**src/rtl/vga_window_renderer_if.sv**
```systemverilog
// Signal bundle between the VGA window renderer, its control source, result buffer and display.
interface vga_window_renderer_if #(
    parameter int unsigned ADDR_W = 13,
    parameter int unsigned PIX_W  = 1
);
    logic              src_done;
    logic              src_clear;
    logic              rd_en;
    logic [ADDR_W-1:0] rd_addr;
    logic [PIX_W-1:0]  rd_data;
    logic              hs;
    logic              vs;
    logic [3:0]        r;
    logic [3:0]        g;
    logic [3:0]        b;
    logic              frame_start;
    logic              showing;

    modport master (
        input  src_done, src_clear, rd_data,
        output rd_en, rd_addr, hs, vs, r, g, b, frame_start, showing
    );

    modport slave (
        output src_done, src_clear, rd_data,
        input  rd_en, rd_addr, hs, vs, r, g, b, frame_start, showing
    );
endinterface

```
**src/rtl/vga_window_renderer.sv**
```systemverilog
// VGA timing generator that paints a buffered result image, optionally upscaled,
// into a fixed window; shown from a frame boundary after done, removed at a frame boundary after clear.
module vga_window_renderer #(
    parameter int unsigned CLK_DIV    = 4,
    parameter int unsigned H_VIS      = 640,
    parameter int unsigned H_FP       = 16,
    parameter int unsigned H_SYNC     = 96,
    parameter int unsigned H_BP       = 48,
    parameter int unsigned V_VIS      = 480,
    parameter int unsigned V_FP       = 10,
    parameter int unsigned V_SYNC     = 2,
    parameter int unsigned V_BP       = 33,
    parameter int unsigned WIN_X0     = 289,
    parameter int unsigned WIN_Y0     = 199,
    parameter int unsigned IMG_W      = 62,
    parameter int unsigned IMG_H      = 82,
    parameter int unsigned SCALE_LOG2 = 0,
    parameter int unsigned PIX_W      = 1,
    parameter int unsigned ADDR_W     = 13,
    parameter int unsigned RD_LAT     = 1
) (
    input  logic                  clk,
    input  logic                  rst,
    vga_window_renderer_if.master bus
);
    localparam int unsigned H_TOT = H_VIS + H_FP + H_SYNC + H_BP;
    localparam int unsigned V_TOT = V_VIS + V_FP + V_SYNC + V_BP;
    localparam int unsigned DIV_W = (CLK_DIV > 1) ? $clog2(CLK_DIV) : 1;
    localparam int unsigned H_W   = $clog2(H_TOT);
    localparam int unsigned V_W   = $clog2(V_TOT);
    localparam int unsigned X_END = WIN_X0 + (IMG_W << SCALE_LOG2);
    localparam int unsigned Y_END = WIN_Y0 + (IMG_H << SCALE_LOG2);
    localparam int unsigned HS_LO = H_VIS + H_FP;
    localparam int unsigned HS_HI = HS_LO + H_SYNC;
    localparam int unsigned VS_LO = V_VIS + V_FP;
    localparam int unsigned VS_HI = VS_LO + V_SYNC;

    // Read data must land before the next pixel tick consumes it.
    if (RD_LAT < 1 || RD_LAT >= CLK_DIV) begin : g_lat_check
        $error("RD_LAT must lie in [1, CLK_DIV-1]");
    end
    if ((64'(1) << ADDR_W) < 64'(IMG_W * IMG_H)) begin : g_addr_check
        $error("ADDR_W too narrow for IMG_W*IMG_H");
    end

    typedef enum logic [1:0] {S_IDLE, S_ARMED, S_SHOW} state_e;

    state_e            state_q, state_d;
    logic              clr_pend_q, clr_pend_d;
    logic [DIV_W-1:0]  div_q, div_d;
    logic [H_W-1:0]    h_q, h_d;
    logic [V_W-1:0]    v_q, v_d;
    logic              rd_en_q, rd_en_d;
    logic [ADDR_W-1:0] rd_addr_q, rd_addr_d;
    logic [RD_LAT-1:0] lat_q, lat_d;
    logic [PIX_W-1:0]  pix_q, pix_d;
    logic              hs_p_q, hs_p_d, vs_p_q, vs_p_d, vis_p_q, vis_p_d;
    logic              hs_q, hs_d, vs_q, vs_d;
    logic [3:0]        grey_q, grey_d;
    logic              frame_start_q, frame_start_d;
    logic              showing_q, showing_d;

    logic              tick, h_end, v_end, fb, in_win, show;
    logic [31:0]       hx, vy, row, col;
    logic [PIX_W-1:0]  pix_now;

    // Grey level: source MSBs repeated to fill four bits.
    function automatic logic [3:0] to_grey(input logic [PIX_W-1:0] d);
        logic [3:0] o;
        o = '0;
        for (int i = 0; i < 4; i++) begin
            o[3-i] = d[PIX_W-1-(i % PIX_W)];
        end
        return o;
    endfunction

    always_comb begin
        state_d       = state_q;
        clr_pend_d    = clr_pend_q;
        div_d         = div_q;
        h_d           = h_q;
        v_d           = v_q;
        rd_en_d       = 1'b0;
        rd_addr_d     = rd_addr_q;
        hs_p_d        = hs_p_q;
        vs_p_d        = vs_p_q;
        vis_p_d       = vis_p_q;
        hs_d          = hs_q;
        vs_d          = vs_q;
        grey_d        = grey_q;

        tick  = (div_q == DIV_W'(CLK_DIV - 1));
        h_end = (h_q == H_W'(H_TOT - 1));
        v_end = (v_q == V_W'(V_TOT - 1));
        fb    = tick & h_end & v_end;
        hx    = 32'(h_q);
        vy    = 32'(v_q);
        show  = (state_q == S_SHOW);

        div_d = tick ? '0 : div_q + DIV_W'(1);
        if (tick) begin
            h_d = h_end ? '0 : h_q + H_W'(1);
            if (h_end) begin
                v_d = v_end ? '0 : v_q + V_W'(1);
            end
        end

        in_win = (hx >= WIN_X0) && (hx < X_END) && (vy >= WIN_Y0) && (vy < Y_END)
                 && (hx < H_VIS) && (vy < V_VIS);
        row = (vy - WIN_Y0) >> SCALE_LOG2;
        col = (hx - WIN_X0) >> SCALE_LOG2;

        // Window only ever switches on or off on a frame boundary.
        unique case (state_q)
            S_IDLE: begin
                clr_pend_d = 1'b0;
                if (bus.src_done) state_d = S_ARMED;
            end
            S_ARMED: begin
                if (bus.src_clear) state_d = S_IDLE;
                else if (fb)       state_d = S_SHOW;
            end
            S_SHOW: begin
                if (bus.src_clear) clr_pend_d = 1'b1;
                if (clr_pend_q && fb) begin
                    state_d    = S_IDLE;
                    clr_pend_d = 1'b0;
                end
            end
            default: state_d = S_IDLE;
        endcase

        if (tick && in_win && show) begin
            rd_en_d   = 1'b1;
            rd_addr_d = ADDR_W'(row * IMG_W + col);
        end

        // Track the outstanding read so its data is captured exactly when valid.
        lat_d   = RD_LAT'({lat_q, rd_en_q});
        pix_now = lat_q[RD_LAT-1] ? bus.rd_data : pix_q;
        pix_d   = pix_now;

        // Two-stage tick pipeline: sample position now, present it on the next tick.
        if (tick) begin
            hs_p_d  = !((hx >= HS_LO) && (hx < HS_HI));
            vs_p_d  = !((vy >= VS_LO) && (vy < VS_HI));
            vis_p_d = in_win & show;
            hs_d    = hs_p_q;
            vs_d    = vs_p_q;
            grey_d  = vis_p_q ? to_grey(pix_now) : 4'h0;
        end

        frame_start_d = fb;
        showing_d     = (state_d == S_SHOW);
    end

    always_ff @(posedge clk) begin
        if (rst) begin
            state_q       <= S_IDLE;
            clr_pend_q    <= 1'b0;
            div_q         <= '0;
            h_q           <= '0;
            v_q           <= '0;
            rd_en_q       <= 1'b0;
            rd_addr_q     <= '0;
            lat_q         <= '0;
            pix_q         <= '0;
            hs_p_q        <= 1'b1;
            vs_p_q        <= 1'b1;
            vis_p_q       <= 1'b0;
            hs_q          <= 1'b1;
            vs_q          <= 1'b1;
            grey_q        <= 4'h0;
            frame_start_q <= 1'b0;
            showing_q     <= 1'b0;
        end else begin
            state_q       <= state_d;
            clr_pend_q    <= clr_pend_d;
            div_q         <= div_d;
            h_q           <= h_d;
            v_q           <= v_d;
            rd_en_q       <= rd_en_d;
            rd_addr_q     <= rd_addr_d;
            lat_q         <= lat_d;
            pix_q         <= pix_d;
            hs_p_q        <= hs_p_d;
            vs_p_q        <= vs_p_d;
            vis_p_q       <= vis_p_d;
            hs_q          <= hs_d;
            vs_q          <= vs_d;
            grey_q        <= grey_d;
            frame_start_q <= frame_start_d;
            showing_q     <= showing_d;
        end
    end

    assign bus.rd_en       = rd_en_q;
    assign bus.rd_addr     = rd_addr_q;
    assign bus.hs          = hs_q;
    assign bus.vs          = vs_q;
    assign bus.r           = grey_q;
    assign bus.g           = grey_q;
    assign bus.b           = grey_q;
    assign bus.frame_start = frame_start_q;
    assign bus.showing     = showing_q;
endmodule

```
**src/flat_wrapper.sv**
```systemverilog
// flat-port wrapper written by rule: the top's interface ports become plain ports
module vga_window_renderer_flat 
#(
    parameter int unsigned CLK_DIV    = 4,
    parameter int unsigned H_VIS      = 640,
    parameter int unsigned H_FP       = 16,
    parameter int unsigned H_SYNC     = 96,
    parameter int unsigned H_BP       = 48,
    parameter int unsigned V_VIS      = 480,
    parameter int unsigned V_FP       = 10,
    parameter int unsigned V_SYNC     = 2,
    parameter int unsigned V_BP       = 33,
    parameter int unsigned WIN_X0     = 289,
    parameter int unsigned WIN_Y0     = 199,
    parameter int unsigned IMG_W      = 62,
    parameter int unsigned IMG_H      = 82,
    parameter int unsigned SCALE_LOG2 = 0,
    parameter int unsigned PIX_W      = 1,
    parameter int unsigned ADDR_W     = 13,
    parameter int unsigned RD_LAT     = 1
)
  (clk, rst, bus_src_done, bus_src_clear, bus_rd_data, bus_rd_en, bus_rd_addr, bus_hs, bus_vs, bus_r, bus_g, bus_b, bus_frame_start, bus_showing);
  vga_window_renderer_if #(.ADDR_W(ADDR_W), .PIX_W(PIX_W)) bus_i ();
  input  logic clk;
  input  logic rst;
  input wire logic [$bits(bus_i.src_done)-1:0] bus_src_done;
  input wire logic [$bits(bus_i.src_clear)-1:0] bus_src_clear;
  input wire logic [$bits(bus_i.rd_data)-1:0] bus_rd_data;
  output wire logic [$bits(bus_i.rd_en)-1:0] bus_rd_en;
  output wire logic [$bits(bus_i.rd_addr)-1:0] bus_rd_addr;
  output wire logic [$bits(bus_i.hs)-1:0] bus_hs;
  output wire logic [$bits(bus_i.vs)-1:0] bus_vs;
  output wire logic [$bits(bus_i.r)-1:0] bus_r;
  output wire logic [$bits(bus_i.g)-1:0] bus_g;
  output wire logic [$bits(bus_i.b)-1:0] bus_b;
  output wire logic [$bits(bus_i.frame_start)-1:0] bus_frame_start;
  output wire logic [$bits(bus_i.showing)-1:0] bus_showing;
  assign bus_i.src_done = bus_src_done;
  assign bus_i.src_clear = bus_src_clear;
  assign bus_i.rd_data = bus_rd_data;
  assign bus_rd_en = bus_i.rd_en;
  assign bus_rd_addr = bus_i.rd_addr;
  assign bus_hs = bus_i.hs;
  assign bus_vs = bus_i.vs;
  assign bus_r = bus_i.r;
  assign bus_g = bus_i.g;
  assign bus_b = bus_i.b;
  assign bus_frame_start = bus_i.frame_start;
  assign bus_showing = bus_i.showing;
  vga_window_renderer #(.CLK_DIV(CLK_DIV), .H_VIS(H_VIS), .H_FP(H_FP), .H_SYNC(H_SYNC), .H_BP(H_BP), .V_VIS(V_VIS), .V_FP(V_FP), .V_SYNC(V_SYNC), .V_BP(V_BP), .WIN_X0(WIN_X0), .WIN_Y0(WIN_Y0), .IMG_W(IMG_W), .IMG_H(IMG_H), .SCALE_LOG2(SCALE_LOG2), .PIX_W(PIX_W), .ADDR_W(ADDR_W), .RD_LAT(RD_LAT)) u_core (.clk(clk), .rst(rst), .bus(bus_i));
endmodule
```
**config.mk**
```make
export PLATFORM = sky130hd
export DESIGN_NAME = vga_window_renderer_flat
export DESIGN_NICKNAME = d
export VERILOG_FILES = /design/src/rtl/vga_window_renderer_if.sv /design/src/rtl/vga_window_renderer.sv /design/src/flat_wrapper.sv
export SDC_FILE = /design/constraint.sdc
export NUM_CORES = 1
export LEC_CHECK = 0
export ABC_AREA = 1
export CAP_MARGIN = 20
export CORE_ASPECT_RATIO = 0.7
export CORE_MARGIN = 4
export CORE_UTILIZATION = 45
export DETAILED_ROUTE_END_ITERATION = 10
export GPL_TIMING_DRIVEN = 0
export PLACE_DENSITY = 0.72
export SYNTH_ARGS = -nofsm -noshare
export SYNTH_HDL_FRONTEND = slang
export SYNTH_SLANG_ARGS = --single-unit
```
**constraint.sdc**
```tcl
create_clock -name clk -period 7.6 [get_ports clk]
set_input_delay 1.14 -clock clk [delete_from_list [all_inputs] [get_ports clk]]
set_output_delay 1.14 -clock clk [all_outputs]
set_load 0.005 [all_outputs]
```
### Yosys cells after proc, flatten, opt, wreduce, memory -nomap -nowiden

Cells that the tools add are included.

* logic and storage cells: 74
* output and inout port bits: 30
* bits in registers: 52
* input port bits: 5

* bitwise gates (word level): 3
* reduce and logical (&&, ||, !) cells: 17
* multiplexer cells: 13
* eq/ne operators: 7
* add/sub/neg operators: 6
* multiply operators: 1
* order comparisons: 10

Operators with widths (number)
* $lt A10 B9 Y1 const B: 4
* $mul A32 B5 Y12 const B: 1
* $add A10 B1 Y10 const B: 2
* $eq A10 B10 Y1 const B: 2
* $ge A10 B9 Y1 const B: 2
* $lt A10 B10 Y1 const B: 2
* $mux W10: 2
* $add A13 B13 Y13: 1
* $sub A10 B8 Y11 const B: 1
* $sub A10 B9 Y11 const B: 1
* $ge A10 B10 Y1 const B: 1
* $ge A10 B8 Y1 const B: 1
* $logic_and A1 B1 Y1: 10
* $mux W2: 4
* $eq A2 B2 Y1 const B: 3
* $pmux W2 S3: 1
* $mux W1: 4
* $mux W4: 1
* $reduce_and A2 Y1: 2
* $and A1 B1 Y1: 3
* $ne A3 B3 Y1 const B: 1
* $add A2 B1 Y2 const B: 1
* $eq A2 B1 Y1 const B: 1
* $logic_not A1 Y1: 2
* 4 further kinds: 4

### Depth between registers and ports, before layout

Gate-level depths: netlist of the first run.

* depth after elaboration: 9
* mapped depth: 29
* gate-level depth less buffers: 29

### Worst setup path before layout of the first run

OpenSTA, ideal clock, no wires.

* kind: flip-flop to flip-flop
* from: register u_core.v_q[0]
* to: register u_core.rd_addr_q[12] (netlist: u_core.bus.rd_addr[12])
* data arrival time: 4750 ps
* setup time: 109 ps
* stages on the path, launching flop included: 28
* data required time: 7491 ps
* setup slack: 2742 ps
* buffers on the path: 0
* period minus slack after synthesis: 4858 ps
* cells stage by stage: dfxtp_1 -> inv_1 -> ha_1 -> xor2_1 -> inv_1 -> ha_1 -> inv_1 -> fa_1 -> fa_1 -> inv_1 -> ha_1 -> nand2_1 -> o21ai_0 -> a21oi_1 -> o21ai_0 -> xor2_1 -> inv_1 -> ha_1 -> a21oi_1 -> o21ai_0 -> nand2_1 -> nand2_1 -> a21oi_1 -> inv_1 -> nand2_1 -> nand3_1 -> nand2_1 -> inv_1

* longest elaborated chain between the ends: 7
* elaborated cells on any way between the ends: 12
* those cells by class: add/sub (2); mul (1); order compare (3); reduce/logical (6)

Ends and longest elaborated chain
* start: declaration: line vga_window_renderer.sv:52 `logic [V_W-1:0] v_q, v_d;`
* start signal: assignment: line vga_window_renderer.sv:181 `v_q <= v_d;`
* branches (longest 7 deep; another with $mul A32 B5 Y12)
* end signal: assignment: line vga_window_renderer.sv:183 `rd_addr_q <= rd_addr_d;`
* end: declaration: line vga_window_renderer.sv:54 `logic [ADDR_W-1:0] rd_addr_q, rd_addr_d;`

Several ways; the timed one is not identified.
A chain may end at the register's enable or synchronous reset.

### Worst setup path after layout of the first run

Same ends and word-level chain as after synthesis.

==> metrics.md, run 1 <==
| Metric | Value |
|---|---|
| Status | completed |
| CTS max path bufs | 2 |
| Critical Path AT | 6.04 ns |
| Logic pwr share | 5.6% |
| WL per Instance | 13.3 um |
| Worst VDD drop | 0.102 mV |
| # setup viols final | 0 |
| Placer congestion estimate | 0.906 |
| Skew-Pair Late Insertion Delay | 0.30 ns |
| Filler Cell Count | 871 |
| Count leader, synth | inv_1 |
| Total Nets Final | 683 |
| Worst slew pin tran | 0.700 ns |
| Busiest grt layer | met2 |
| Post-cts hold buffer count | 0 |
| Seq pwr share | 47.0% |
| Synth Area per Inst | 7.25 sq um |
| P_leak | 2.30 nW |
| Cell count after synthesis | 585 |
| Final worst-path cycle share | 76.8% |
| Vias per cell | 5.12 |
| Critical Path Start Type | flop |
| Vias in the first global route | 3697 |
| GR Layer Usage met3 | 5.31% |
| EDFF count, synth | 0 |
| Layout overhead on the synthesized area | 15.6% |
| Clock Sinks | 49 |
| H-Tree Depth | 2 |
| Core footprint | 0.00911 sq mm |
| Syn Nets | 643 |
| Asr flop ratio synth | 0% |
| Pin count of the biggest net entering global routing | 18 |
| Cell area after synthesis | 0.00424 sq mm |
| Finished Core Util | 53.8% |
| Sw frac | 22.8% |
| Drt first pass iters | 5 |
| TritonCTS clock tree | built |
| Power Density | 113 mW/mm^2 |
| Met1 Resource Use GR | 26.1% |
| First-pass GRT wire length | 16900 um |
| ANT nets after route | 0 |
| Post-Route WL | 9990 um |
| RSZ-0062 raised after global routing | no |
| Sequential share of the synthesized area | 23.1% |
| Post-CTS setup buffers | 0 |
| Area leader, netlist | dfxtp_1 |
| Global-route usage over all layers | 19.1% |
| Library cells used by synthesis | 44 |
| Initial antenna violation count | 0 |
| I/O pin count | 35 |
| Initial Utilization | 46.6% |
| WS Path Type | flop to flop |
| Net Sw Power | 127 uW |
| N_diodes | 0 |
| Power share of the clock group | 47.3% |
| Die Y | 89.2 um |
| Crit Path Max Fanout | 7 |
| Rel. slew slack | 53.3% |
| Synth top cells by count | inv_1 (104), nand2_1 (90), dfxtp_1 (49), nor2_1 (45), nand3_1 (42) |
| Main flop type after synthesis | dfxtp_1 |
| Pins Over Slew Limit | 0 |
| Clock period minus worst slack | 5.84 ns |
| Share of layout cells above drive strength 1 | 9.58% |
| Met2 GRT Util | 30.8% |
| Path type of the worst min-delay path | flop to flop |
| Floorplan row count | 29 |
| Req. time, crit path | 7.80 ns |
| DIE AREA | 0.0111 sq mm |
| Crit. End Element | flop |
| Synth top area share | 23.1% |
| Global route total overflow | 0 |
| Final setup TNS | 0 ns |
| Yosys warns | 0 |
| Maxcap violations | 0 |
| PortBufs | 33 |
| CTS buffer count | 5 |
| Final hold violation count | 0 |
| FF+latch count, synth | 49 |
| Vias | 3840 |
| Residual DRC | 0 |
| Power Internal | 428 uW |
| Fmax achieved | 171 MHz |
| Final HPWL DP | 8220 um |
| Ranking of synthesized cells by area | dfxtp_1 (23%), ha_1 (12%), inv_1 (9.2%), nand2_1 (8.0%), fa_1 (6.1%) |
| # resized after CTS | 0 |
| Clock skew | 0.00732 ns |
| Root buffer cell | clkbuf_16 |
| Worst-path clk slew | 0.07 ns |
| Die W | 124 um |
| Initial DRC count | 245 |
==> stage by stage <==
| stage | total power, mW | area [sq um] | cells | setup WS, ns | hold WS, ns |
|---|---|---|---|---|---|
| finish | 0.554 | 4900 | 750 | 1.76 | 0.426 |
| global route | 0.575 | 4900 | 750 | 1.35 | 0.440 |
| CTS | 0.557 | 4900 | 750 | 1.76 | 0.423 |
| detailed placement | 0.297 | 4730 | 742 | 1.79 | 0.413 |
| global placement | 0.296 | 4730 | 742 | 1.95 | 0.407 |
| floorplan | 0.288 | 4240 | 585 | 2.74 | 0.399 |
==> worst paths after layout <==
path	endpoint	startpoint	slack (ns)	cells after the start
setup reg to reg	u_core.bus.rd_addr[12]$_SDFFE_PP0P_	u_core.v_q[0]$_SDFFE_PP0P_	1.76	27
setup / recovery	u_core.bus.rd_addr[12]$_SDFFE_PP0P_	u_core.v_q[0]$_SDFFE_PP0P_	1.76	27
hold / removal	u_core.div_q[0]$_SDFF_PP0_	u_core.div_q[0]$_SDFF_PP0_	0.43	1
hold reg to reg	u_core.div_q[0]$_SDFF_PP0_	u_core.div_q[0]$_SDFF_PP0_	0.43	1
==> layout make-up <==
class,instances,area (sq um),share of cell area [%]
Buffer,18,119,2.42
Clock inverter,3,50.0,1.02
Timing Repair Buffer,33,330,6.74
Clock buffer,5,125,2.55
Multi-Input combinational cell,406,2720,55.5
Tap cell,124,155,3.16
Sequential cell,49,981,20.0
Inverter,112,422,8.60
==> routing by layer <==
layer  vias up  wire length, um
met1      1765             4820
met2       104             4360
li1       1964                -
met3         7              755
met5         -                0
met4         0               59
==> logic make-up (layout without fill, tap and decap cells) <==
| family | after synthesis | after routing | synth area share [%] |
|---|---|---|---|
| simple gates | 221 | 221 | 24.6 |
| buf+inv | 130 | 171 | 12.7 |
| compound gates | 95 | 95 | 14.0 |
| fa+ha+maj | 53 | 53 | 17.9 |
| flops | 49 | 49 | 23.1 |
| xor+xnor | 37 | 37 | 7.64 |
==> placed cells by master (no fill, tap or decap), types with 2 or more instances in the layout <==
cell type | synthesis | final
a211oi_2 | 5 | 5
xnor2_1 | 8 | 8
nand2_4 | 2 | 2
buf_2 | 2 | 2
a211oi_1 | 4 | 4
nor2_1 | 45 | 45
nand3_1 | 42 | 42
dfxtp_1 | 49 | 49
a21o_1 | 2 | 2
nor4_1 | 3 | 3
buf_4 | 13 | 13
clkbuf_16 | 0 | 5
nand4_2 | 2 | 2
inv_2 | 7 | 7
a31oi_1 | 2 | 2
nor3_1 | 11 | 11
nand3_2 | 5 | 5
ha_1 | 40 | 40
o21ai_0 | 22 | 22
clkbuf_1 | 3 | 3
nor2_2 | 5 | 5
nand2_2 | 5 | 5
inv_1 | 104 | 104
a22oi_1 | 3 | 3
clkdlybuf4s50_1 | 0 | 33
nand3_4 | 2 | 2
o32ai_1 | 2 | 2
a21oi_1 | 40 | 40
xor2_1 | 29 | 29
nand2_1 | 90 | 90
fa_1 | 13 | 13
a221oi_1 | 3 | 3
o21a_1 | 3 | 3
nand4_1 | 7 | 7
==> critical path, stage by stage (launching register included) <==
cell and delay, ns:
dfxtp_1 0.43, inv_1 0.22, ha_1 0.40, xor2_1 0.38, inv_1 0.17, ha_1 0.34
inv_1 0.06, fa_1 0.55, fa_1 0.51, inv_1 0.04, ha_1 0.31, nand2_1 0.05
o21ai_0 0.26, a21oi_1 0.10, o21ai_0 0.28, xor2_1 0.18, inv_1 0.06, ha_1 0.34
a21oi_1 0.15, o21ai_0 0.14, nand2_1 0.09, nand2_1 0.05, a21oi_1 0.16, inv_1 0.06
nand2_1 0.06, nand3_1 0.18, nand2_1 0.12, inv_1 0.05
==> registers in the layout, summed over array words and instances (netlist names) <==
register and count:
u_core.vis_p_q 1, u_core.state_q 2, u_core.bus.rd_en 1, u_core.pix_q 1, u_core.bus.vs 1, u_core.bus.b 1
u_core.bus.showing 1, u_core.bus.rd_addr 13, u_core.div_q 2, u_core.clr_pend_q 1, u_core.bus.frame_start 1, u_core.hs_p_q 1
u_core.v_q 10, u_core.vs_p_q 1, u_core.lat_q 1, u_core.bus.hs 1, u_core.h_q 10
==> power by group through the flow <==
stage / Clock [mW] / Sequential [mW] / Combinational (mW)
finish: 0.262 / 0.261 / 0.0313
global route: 0.279 / 0.261 / 0.0350
CTS: 0.266 / 0.261 / 0.0308
detailed placement: 0 / 0.267 / 0.0304
global placement: 0 / 0.266 / 0.0293
floorplan: 0 / 0.266 / 0.0219
No activity file was read; power rests on OpenSTA's default activity.
==> inputs of run 2 (changes only) <==
- clock period: 7.6 -> 5.5 ns (I/O delays scaled with it)
==> metrics.md, run 2 (synthesis gave the netlist of run 1 again) <==
| Metric | Value |
|---|---|
| Status | completed |
| Skew-Pair Late Insertion Delay | 0.30 ns |
| Met2 GRT Util | 30.8% |
| DIE AREA | 0.0111 sq mm |
| N_diodes | 0 |
| Critical Path AT | 5.33 ns |
| Die W | 124 um |
| Path type of the worst min-delay path | flop to flop |
| Post-cts hold buffer count | 0 |
| WS Path Type | flop to flop |
| Crit Path Max Fanout | 7 |
| Placer congestion estimate | 0.906 |
| Worst-path clk slew | 0.07 ns |
| Clock period minus worst slack | 5.13 ns |
| Worst slew pin tran | 0.714 ns |
| Root buffer cell | clkbuf_16 |
| Power share of the clock group | 47.3% |
| Post-Route WL | 10200 um |
| Power Density | 154 mW/mm^2 |
| Maxcap violations | 0 |
| Max reg flops | 13 |
| First-pass GRT wire length | 16900 um |
| Global-route usage over all layers | 19.2% |
| Initial Utilization | 46.6% |
| H-Tree Depth | 2 |
| Crit. End Element | flop |
| Leading cell type in the layout, fill and taps excluded | inv_1 |
| Finished Core Util | 54.6% |
| Hold endpoint | u_core.div_q[0]$_SDFF_PP0_ |
| Dpl ws | -0.310 ns |
| GR Layer Usage met3 | 5.31% |
| Drt first pass iters | 5 |
| TritonCTS clock tree | built |
| Die Y | 89.2 um |
| Power Internal | 590 uW |
| Clock Sinks | 49 |
| Final worst-path cycle share | 93.4% |
| Pins Over Slew Limit | 0 |
| Post-route cell area | 0.00497 sq mm |
| Req. time, crit path | 5.70 ns |
| Vias | 3848 |
| Worst hold path startpoint | u_core.div_q[0]$_SDFF_PP0_ |
| Final setup TNS | 0 ns |
| Vias per cell | 5.12 |
| WL per Instance | 13.5 um |
| Filler Cell Count | 861 |
| # setup viols final | 0 |
| Sw frac | 22.7% |
| Critical Path Start Type | flop |
| Final HPWL DP | 8220 um |
| Worst VDD drop | 0.141 mV |
| Worst Hold Depth | 1 |
| Residual DRC | 0 |
| Rel. slew slack | 52.4% |
| Layout overhead on the synthesized area | 17.1% |
| Reg2reg path depth | 27 |
| Global route total overflow | 0 |
| Initial antenna violation count | 0 |
| PortBufs | 33 |
| Busiest grt layer | met2 |
| Final setup margin | 0.365 ns |
| CTS buffer count | 5 |
| P_leak | 2.31 nW |
| Share of layout cells above drive strength 1 | 11.2% |
| Setup crit start | u_core.v_q[0]$_SDFFE_PP0P_ |
| Clock skew | 0.00732 ns |
| R2R Path End | u_core.bus.rd_addr[12]$_SDFFE_PP0P_ |
| Floorplan row count | 29 |
| ANT nets after route | 0 |
| Vias in the first global route | 3701 |
| Logic pwr share | 5.6% |
| Pin count of the biggest net entering global routing | 18 |
| I/O pin count | 35 |
| Seq pwr share | 47.1% |
| Tot Pwr | 764 uW |
| RSZ-0062 raised after global routing | no |
| Net Sw Power | 174 uW |
| Initial DRC count | 214 |
| Fmax achieved | 195 MHz |
| Core footprint | 0.00911 sq mm |
| Total Nets Final | 684 |
| Placement-stage cell area | 0.00473 sq mm |
| Worst r2r src | u_core.v_q[0]$_SDFFE_PP0P_ |
| Met1 Resource Use GR | 26.1% |
| Final hold violation count | 0 |
| Commonest non-fill, non-tap cells in the layout | inv_1 (103), nand2_1 (90), dfxtp_1 (47), nor2_1 (44), nand3_1 (41) |
| CTS max path bufs | 2 |
| FF-to-FF setup slack | 0.37 ns |
## run 2: cell count changes in the layout (fill, tap and decap cells not counted), sizes merged
| cell | previous run | this run |
|---|---|---|
| buf | 15 | 16 |
## run 2: worst max-delay path by stage
stage / slack, ns / end
global placement: -0.15 / u_core.bus.rd_addr[12]$_SDFFE_PP0P_
floorplan: 0.64 / u_core.bus.rd_addr[12]$_SDFFE_PP0P_
detailed placement: -0.31 / u_core.bus.rd_addr[12]$_SDFFE_PP0P_
CTS: 0.06 / u_core.bus.rd_addr[12]$_SDFFE_PP0P_
global route: 0.0006 / u_core.bus.rd_addr[12]$_SDFFE_PP0P_
finish: 0.37 / u_core.bus.rd_addr[12]$_SDFFE_PP0P_
## run 2: stage by stage
step                std cells  hold WS, ns
finish                    751        0.425
global placement          742        0.407
global route              751        0.440
CTS                       750        0.423
floorplan                 585        0.399
detailed placement        742        0.413
## run 2: power by group through the flow
| stage | logic [mW] | clock network (mW) | registers (mW) |
|---|---|---|---|
| global placement | 0.0405 | 0 | 0.368 |
| finish | 0.0430 | 0.362 | 0.360 |
| CTS | 0.0425 | 0.368 | 0.360 |
| floorplan | 0.0302 | 0 | 0.368 |
| global route | 0.0485 | 0.385 | 0.360 |
| detailed placement | 0.0420 | 0 | 0.368 |
## run 2: area by class of cell
cell class	count	area (sq um)	share of cell area, %
inverter	112	422	8.49
buffer	18	119	2.39
sequential	49	986	19.8
timing repair buffer	34	338	6.80
clock buffer	5	125	2.52
clock inverter	3	50.0	1.01
tap	124	155	3.12
multi-input combinational	406	2770	55.8
## run 2: layer usage
metal / up-vias / wire length, um / part of all wire, %
met3: 7 / 744 / 7.3
li1: 1970 / - / -
met2: 109 / 4470 / 44
met5: - / 0 / 0
met4: 0 / 57 / 0.56
met1: 1762 / 4880 / 48
## run 2: worst max-delay path, stage by stage, from the launching register on
cell     delay [ns]
dfxtp_4        0.41
inv_2          0.12
ha_4           0.32
xor2_4         0.21
inv_1          0.12
ha_1           0.32
inv_1          0.06
fa_1           0.54
fa_1           0.51
inv_1          0.04
ha_1           0.31
nand2_1        0.06
o21ai_1        0.19
xnor2_1        0.15
inv_1          0.06
ha_1           0.34
a21oi_1        0.17
o21ai_0        0.11
a21oi_1        0.20
o21ai_1        0.12
nand2_1        0.07
nand2_1        0.04
a21oi_1        0.16
inv_1          0.06
nand2_1        0.07
nand3_2        0.13
nand2_1        0.10
inv_1          0.04
## run 2: timing repair
action | 4_1_cts | 5_1_grt
gates resized for setup | 5 | 11
gates cloned | 0 | 0
endpoints found under the hold margin | 0 | 0
setup buffers | 0 | 1
endpoints found under the setup margin | 1 | 1
